--- src/rtl/mo_vertical_scanner.sv ---
// mo_vertical_scanner
// Per-line vertical scan of the motion-object Y table. On each line_start the
// whole table is walked one entry per ce cycle: the address is issued, the
// table returns Y one ce cycle later, and the compare stage checks VC + Y
// against the object height window. Hits are queued as {index, row}, in
// ascending index order, in a small list that the horizontal stage pops.
//
// Pipeline for address a issued on ce cycle k (line_start edge is cycle 0):
//   cycle k      obj_addr = a
//   cycle k+1    table samples a, pend_idx = a
//   cycle k+2    obj_y(a) compared, list written
// The last address is issued on cycle NUM_OBJ-1, so the last compare and the
// done pulse both land on ce cycle NUM_OBJ+1.
//
// state | meaning
// IDLE  | no scan; list holds the results of the last completed scan
// SCAN  | issuing addresses, comparing the entry issued one cycle earlier
// DRAIN | final compare of the last entry, then done pulse

module mo_vertical_scanner #(
  parameter int NUM_OBJ      = 64,
  parameter int VW           = 8,
  parameter int HBITS        = 4,
  parameter int MAX_PER_LINE = 8
) (
  input  logic                       clk,
  input  logic                       reset,
  input  logic                       ce,
  input  logic                       line_start,
  input  logic [VW-1:0]              VC,
  input  logic                       PLAYER2,
  output logic [$clog2(NUM_OBJ)-1:0] obj_addr,
  input  logic [VW-1:0]              obj_y,
  output logic                       busy,
  output logic                       done,
  output logic                       overflow,
  output logic                       out_valid,
  output logic [$clog2(NUM_OBJ)-1:0] out_idx,
  output logic [HBITS-1:0]           out_row,
  input  logic                       out_pop
);

  localparam int AW = $clog2(NUM_OBJ);
  localparam int LW = (MAX_PER_LINE > 1) ? $clog2(MAX_PER_LINE) : 1;
  localparam logic [AW-1:0] LAST_ADDR = AW'(NUM_OBJ - 1);
  localparam logic [LW:0]   LIST_FULL = (LW + 1)'(MAX_PER_LINE);

  typedef enum logic [1:0] {
    IDLE  = 2'd0,
    SCAN  = 2'd1,
    DRAIN = 2'd2
  } state_t;

  state_t          state;
  logic [VW-1:0]   vc_q;
  logic            p2_q;
  logic            pend_valid;
  logic [AW-1:0]   pend_idx;

  logic [AW-1:0]    list_idx [MAX_PER_LINE];
  logic [HBITS-1:0] list_row [MAX_PER_LINE];
  logic [LW-1:0]    rd_ptr;
  logic [LW-1:0]    wr_ptr;
  logic [LW:0]      count;

  logic [VW-1:0]    sum;
  logic             hit;
  logic [HBITS-1:0] row;
  logic             list_full;
  logic             pop_ok;
  logic             push_ok;

  // Carry out of the add is dropped on purpose so objects straddling the
  // wrap point of the vertical counter match on both sides.
  assign sum       = vc_q + obj_y;
  assign hit       = pend_valid && (&sum[VW-1:HBITS]);
  assign row       = sum[HBITS-1:0] ^ {HBITS{p2_q}};
  assign list_full = (count == LIST_FULL);
  assign pop_ok    = out_pop && (count != '0);
  // A pop in the same cycle frees the slot, so a full list still takes the hit.
  assign push_ok   = hit && (!list_full || pop_ok);

  assign busy      = (state != IDLE);
  assign out_valid = (count != '0);
  assign out_idx   = list_idx[rd_ptr];
  assign out_row   = list_row[rd_ptr];

  // Scan sequencer: address generation, compare pipeline tag, done and overflow.
  always_ff @(posedge clk) begin
    if (reset) begin
      state      <= IDLE;
      vc_q       <= '0;
      p2_q       <= 1'b0;
      obj_addr   <= '0;
      pend_valid <= 1'b0;
      pend_idx   <= '0;
      done       <= 1'b0;
      overflow   <= 1'b0;
    end else if (ce) begin
      done <= 1'b0;
      if (line_start) begin
        // Restart (or abort) the scan; any in-flight compare is discarded.
        vc_q       <= VC;
        p2_q       <= PLAYER2;
        obj_addr   <= '0;
        pend_valid <= 1'b0;
        overflow   <= 1'b0;
        state      <= SCAN;
      end else begin
        if (hit && list_full && !pop_ok)
          overflow <= 1'b1;
        case (state)
          IDLE: begin
            pend_valid <= 1'b0;
          end
          SCAN: begin
            pend_valid <= 1'b1;
            pend_idx   <= obj_addr;
            if (obj_addr == LAST_ADDR)
              state <= DRAIN;
            else
              obj_addr <= obj_addr + AW'(1);
          end
          DRAIN: begin
            pend_valid <= 1'b0;
            done       <= 1'b1;
            state      <= IDLE;
          end
          default: begin
            pend_valid <= 1'b0;
            state      <= IDLE;
          end
        endcase
      end
    end
  end

  // Per-line match list: circular buffer written in index order, popped at the head.
  always_ff @(posedge clk) begin
    if (reset) begin
      rd_ptr <= '0;
      wr_ptr <= '0;
      count  <= '0;
      for (int i = 0; i < MAX_PER_LINE; i++) begin
        list_idx[i] <= '0;
        list_row[i] <= '0;
      end
    end else if (ce) begin
      if (line_start) begin
        rd_ptr <= '0;
        wr_ptr <= '0;
        count  <= '0;
      end else begin
        if (push_ok) begin
          list_idx[wr_ptr] <= pend_idx;
          list_row[wr_ptr] <= row;
          wr_ptr           <= wr_ptr + LW'(1);
        end
        if (pop_ok)
          rd_ptr <= rd_ptr + LW'(1);
        case ({push_ok, pop_ok})
          2'b10:   count <= count + (LW + 1)'(1);
          2'b01:   count <= count - (LW + 1)'(1);
          default: count <= count;
        endcase
      end
    end
  end

endmodule

--- config.mk ---
export PLATFORM = sky130hd
export DESIGN_NAME = mo_vertical_scanner
export DESIGN_NICKNAME = d
export VERILOG_FILES = /design/src/rtl/mo_vertical_scanner.sv
export SDC_FILE = /design/constraint.sdc
export NUM_CORES = 1
export LEC_CHECK = 0
export ABC_AREA = 0
export CAP_MARGIN = 5
export CORE_UTILIZATION = 35
export DETAILED_ROUTE_END_ITERATION = 8
export DONT_BUFFER_PORTS = 1
export PLACE_DENSITY = 0.47
export SLEW_MARGIN = 20
export SYNTH_ARGS = -nofsm -noshare
export SYNTH_HDL_FRONTEND = slang
export SYNTH_SLANG_ARGS = --single-unit
export TNS_END_PERCENT = 30
--- constraint.sdc ---
create_clock -name clk -period 5.7 [get_ports clk]
set_clock_uncertainty 0.1 [all_clocks]
set_input_delay 0.285 -clock clk [delete_from_list [all_inputs] [get_ports clk]]
set_output_delay 0.285 -clock clk [all_outputs]
set_load 0.01 [all_outputs]
==> results.md <==
Clock network:
- The cell at the root of the clock tree is sky130_fd_sc_hd__clkbuf_16.
- CTS built an H-tree with a depth of 4.
- The TritonCTS clock tree is built.
- For the worst-skew pair, the clock arrives at the later sink with an insertion delay of approximately 0.42 ns.
- The clock-pin slew of the registers on the worst-case setup and hold paths is ~0.060 ns.
- The maximum buffer depth of the clock tree is 2.
- The TritonCTS sink count is roughly 120.
- The number of buffers added by the clock tree synthesis step is 17.

Timing:
- The sum of negative setup slack is 0 ns.
- The final critical-path share of the clock period is about three fifths.
- The number of hold violations in the final report is 0.
- The final period demand of the worst path is ~3.5 ns.
- Setup repair after global routing left no endpoint under its margin.
- The fmax is between 200 and 300 MHz.
- The final number of max-transition violations came to 0.
- The count of final setup violators is 0.
- The worst hold slack is 0.02151 ns.
- The normalized max-slew margin is about 36%.
- The actual slew at the worst max-slew pin is ~0.96 ns.

Worst setup path:
- The start point of the critical path is vc_q[0]$_SDFFE_PP0P_.
- The beginning of the worst register-to-register path is vc_q[0]$_SDFFE_PP0P_.
- The endpoint of the worst-slack reg-to-reg timing path is list_idx[5][2]$_SDFFCE_PN0P_.
- The maximum fanout count along the critical path is 10.
- The endpoint required time on the critical path is approximately 5.7 ns.
- The data arrival time of the worst path is approximately 3.4 ns.
- The cell type of the slowest stage on the worst timing path is sky130_fd_sc_hd__or3_1.
- In this run the register-to-register setup slack is about 2.2 ns.
- The critical path capture point type is a flop.
- The element type at the critical path start is a flop.
- The start-to-end type of the worst setup path is flop to flop.
- On the worst path, the slowest cell contributes a delay of roughly 0.5 ns.
- The logic depth of the worst register-to-register path is 9.
- The critical path goes through ha_1, fa_1, a21o_1, a21oi_1, xor2_1, nor4_4, nand2_1, or3_1, nand2b_1.

Layout:
- After the last flow step, the layout net total stands at roughly 530.
- The layout cell share with drive strength beyond 1 is roughly 14%.
- The library cells used most frequently in the layout, excluding fill and tap cells, are sky130_fd_sc_hd__edfxtp_1 (80), sky130_fd_sc_hd__nor2_1 (59), sky130_fd_sc_hd__nand2_1 (52).
- The antenna diode count is 0.
- The most frequent standard cell in the layout excluding fill and tap cells is sky130_fd_sc_hd__edfxtp_1.
- Relative to the synthesized area, the layout overhead comes to 16.95%.
- The filler cell count is between 1000 and 1500.
- The post-route cell area is between 6000 and 7000 sq um.

Yosys:
- The number of enable-type register cells in the synthesized netlist is 80.
- Synthesis produced a netlist whose cell count is between 400 and 500.
- The mean cell area of the mapped netlist is roughly 12 sq um.
- In the synthesized netlist the dominant register cell turns out to be sky130_fd_sc_hd__edfxtp_1.
- In this run, distinct cell masters in the synthesized netlist total 45.
- The sequential area share after synthesis is a little under three fifths.
- The Yosys step of the flow raised 0 warnings.
- Counting every net in the synthesized netlist gives 514.
- In this run, synthesis produced a sequential element count of ~120.
- The cell area that synthesis handed to floorplanning was ~5600 sq um.
- The share of flip-flops with an asynchronous set or reset is 0%.

Placement:
- The number of input and output port buffers inserted is 0.
- Summing all placed instances gives a cell area of 5788 sq um.
- After legalization and detailed placement, the total HPWL measured 8717 microns.
- The placer congestion estimate is roughly 0.73.

Floorplan:
- The floorplan step set the die width to between 100 and 150 microns.
- The region available for standard cell placement spans approximately 15000 sq um.
- In this run the count of I/O pins placed on the die edge is 42.
- The die footprint is about 16000 sq um.
- The starting density of the core is 36.35%.
- The die is ~130 microns tall.
- In this run the core area contains 45 standard-cell rows.

Drt:
- After the first detailed-routing iteration, the DRC count stood at approximately 270.
- Once detail routing completed, the nets flagged for antenna violations numbered 0.
- The total via count in the routed design is roughly 3600.
- For this run, design rule violations remaining after detail routing come to 0.
- Dividing the detail-routed wire length by the instance count gives 17.67 microns.
- For this run, the detailed router's first-pass iteration total came to 4.
- After detailed routing, the number of vias per cell comes to 5.008.
- The total wirelength of the detailed-routed design is approximately 13000 microns.

Power:
- Summed over all cells, the static leakage comes to ~2.3 nW.
- The power after layout is 2.164 mW.
- Dividing total power by cell area gives a power density of 331.1 nW/um^2.
- Across the VDD grid, the largest voltage drop is approximately 0.19 mV.

GRT:
- The first global-routing pass estimated 20200 microns of wire.
- The initial antenna violation count was 0.
- The total overflow reported by the global router is 0.
- The pin count of the biggest net entering global routing is 37.
- Global routing consumed, over all layers together, ~17% of the routing resources.
- The number of global-route vias before repair is ~3500.

Worst hold path:
- The worst hold path depth is 3.
- The min-delay analysis places its worst path in the category input port to flop.
- The startpoint identified for the worst hold timing path is line_start.

Job:
- The tool flagged a number of max-cap violations equal to 0.

Run status:
- The run finished with clean final reports.
[Yosys cell counts, types with 2 or more instances]
master                     instances  area share, %
sky130_fd_sc_hd__o21ai_0           8           0.72
sky130_fd_sc_hd__nand3b_1          3           0.40
sky130_fd_sc_hd__nor3_1           10           0.90
sky130_fd_sc_hd__fa_1              2           0.72
sky130_fd_sc_hd__mux2_2           10            2.0
sky130_fd_sc_hd__a31oi_1           6           0.67
sky130_fd_sc_hd__a21boi_0          2           0.27
sky130_fd_sc_hd__or3_1             4           0.45
sky130_fd_sc_hd__nand4_1           3           0.34
sky130_fd_sc_hd__or2_2             4           0.45
sky130_fd_sc_hd__ha_1             12            2.7
sky130_fd_sc_hd__edfxtp_1         80             43
sky130_fd_sc_hd__nor2_1           59            4.0
sky130_fd_sc_hd__inv_1             4           0.27
sky130_fd_sc_hd__nand2b_1          6           0.67
sky130_fd_sc_hd__mux4_2           20            8.1
sky130_fd_sc_hd__a31o_2            2           0.31
sky130_fd_sc_hd__xnor2_1          10            1.6
sky130_fd_sc_hd__nand3_1          12            1.1
sky130_fd_sc_hd__xor2_1            4           0.63
sky130_fd_sc_hd__clkbuf_1         17            1.1
sky130_fd_sc_hd__a21o_1            4           0.54
sky130_fd_sc_hd__buf_1             2           0.13
sky130_fd_sc_hd__a22oi_1           4           0.54
sky130_fd_sc_hd__nor2b_1           2           0.22
sky130_fd_sc_hd__and3_1            3           0.34
sky130_fd_sc_hd__nand2_1          52            3.5
sky130_fd_sc_hd__a21oi_1          33            3.0
sky130_fd_sc_hd__a32oi_1           2           0.31
sky130_fd_sc_hd__dfxtp_1          39             14
sky130_fd_sc_hd__and2_1           45            5.0
[how the worst max path moves through the flow]
stage | endpoint | slack (ns)
2_1_floorplan | list_idx[1][0]$_SDFFCE_PN0P_ | 2.68
3_3_place_gp | list_idx[5][3]$_SDFFCE_PN0P_ | 2.27
3_5_place_dp | list_idx[5][0]$_SDFFCE_PN0P_ | 2.20
4_1_cts | list_idx[5][0]$_SDFFCE_PN0P_ | 2.19
5_1_grt | list_idx[5][3]$_SDFFCE_PN0P_ | 1.94
6_report | list_idx[5][2]$_SDFFCE_PN0P_ | 2.23
[registers in the layout (all words and copies together), names as in the netlist, named ones only]
register	flops
list_idx	48
list_row	32
vc_q	8
obj_addr	6
pend_idx	6
count	4
rd_ptr	3
wr_ptr	3
state	2
done	1
overflow	1
p2_q	1
pend_valid	1
[critical path, delay by kind of cell, from the launching register on]
family	cells	cell delay (ns)
AO/OA/AOI/OAI	2	0.34
XOR/XNOR	1	0.12
adder cells (fa/ha/maj)	2	0.61
flip-flops	1	0.31
AND/OR/NAND/NOR	4	1.63
[final cells by class]
type | instances | area (sq um) | area share [%]
clock buffer | 17 | 425.4 | 6.510
clock inverter | 15 | 191.4 | 2.929
inverter | 5 | 18.77 | 0.2872
multi-input combinational | 335 | 2315 | 35.42
sequential | 119 | 3183 | 48.71
tap | 211 | 264.0 | 4.040
timing repair buffer | 13 | 137.6 | 2.106
[metrics by stage]
stage               cells  setup slack, ns  util, %
finish                715            2.231    42.52
global route          715            1.939    42.52
CTS                   715            2.194    42.52
detailed placement    671            2.199    37.66
global placement      671            2.273    37.66
floorplan             478            2.676        -
[power breakdown]
part	internal [mW]	switching, mW	total, mW	leakage [nW]
Sequential	0.943	0.00976	0.952	1.13
Clock	0.698	0.417	1.11	0.297
Combinational	0.0341	0.0623	0.0964	0.882
[routing by layer]
| metal | up-vias | part of all wire [%] | global-route usage [%] |
|---|---|---|---|
| met5 | - | 0 | 0 |
| met4 | 0 | 0.89 | 5.606 |
| met3 | 10 | 5.2 | 4.865 |
| li1 | 1772 | - | - |
| met2 | 64 | 47 | 25.50 |
| met1 | 1735 | 47 | 22.97 |
[kinds of logic (layout without fill, tap and decap cells)]
family	after synthesis	count (layout)	synth area share, %
adders and majority gates	14	14	3.403
DFF	119	119	56.96
muxes	31	31	10.26
and+or+nand+nor	210	210	18.54
AOI/OAI and AO/OA	66	66	7.031
buffers and inverters	24	50	1.612
xor gates and xnor gates	14	14	2.194
[timing repair]
action                                 CTS  global route
hold buffers                            12             0
setup buffers                            0             0
endpoints found under the hold margin   39             0
resized for setup                        0             0
Note: power is estimated with default switching activity, not from simulation.
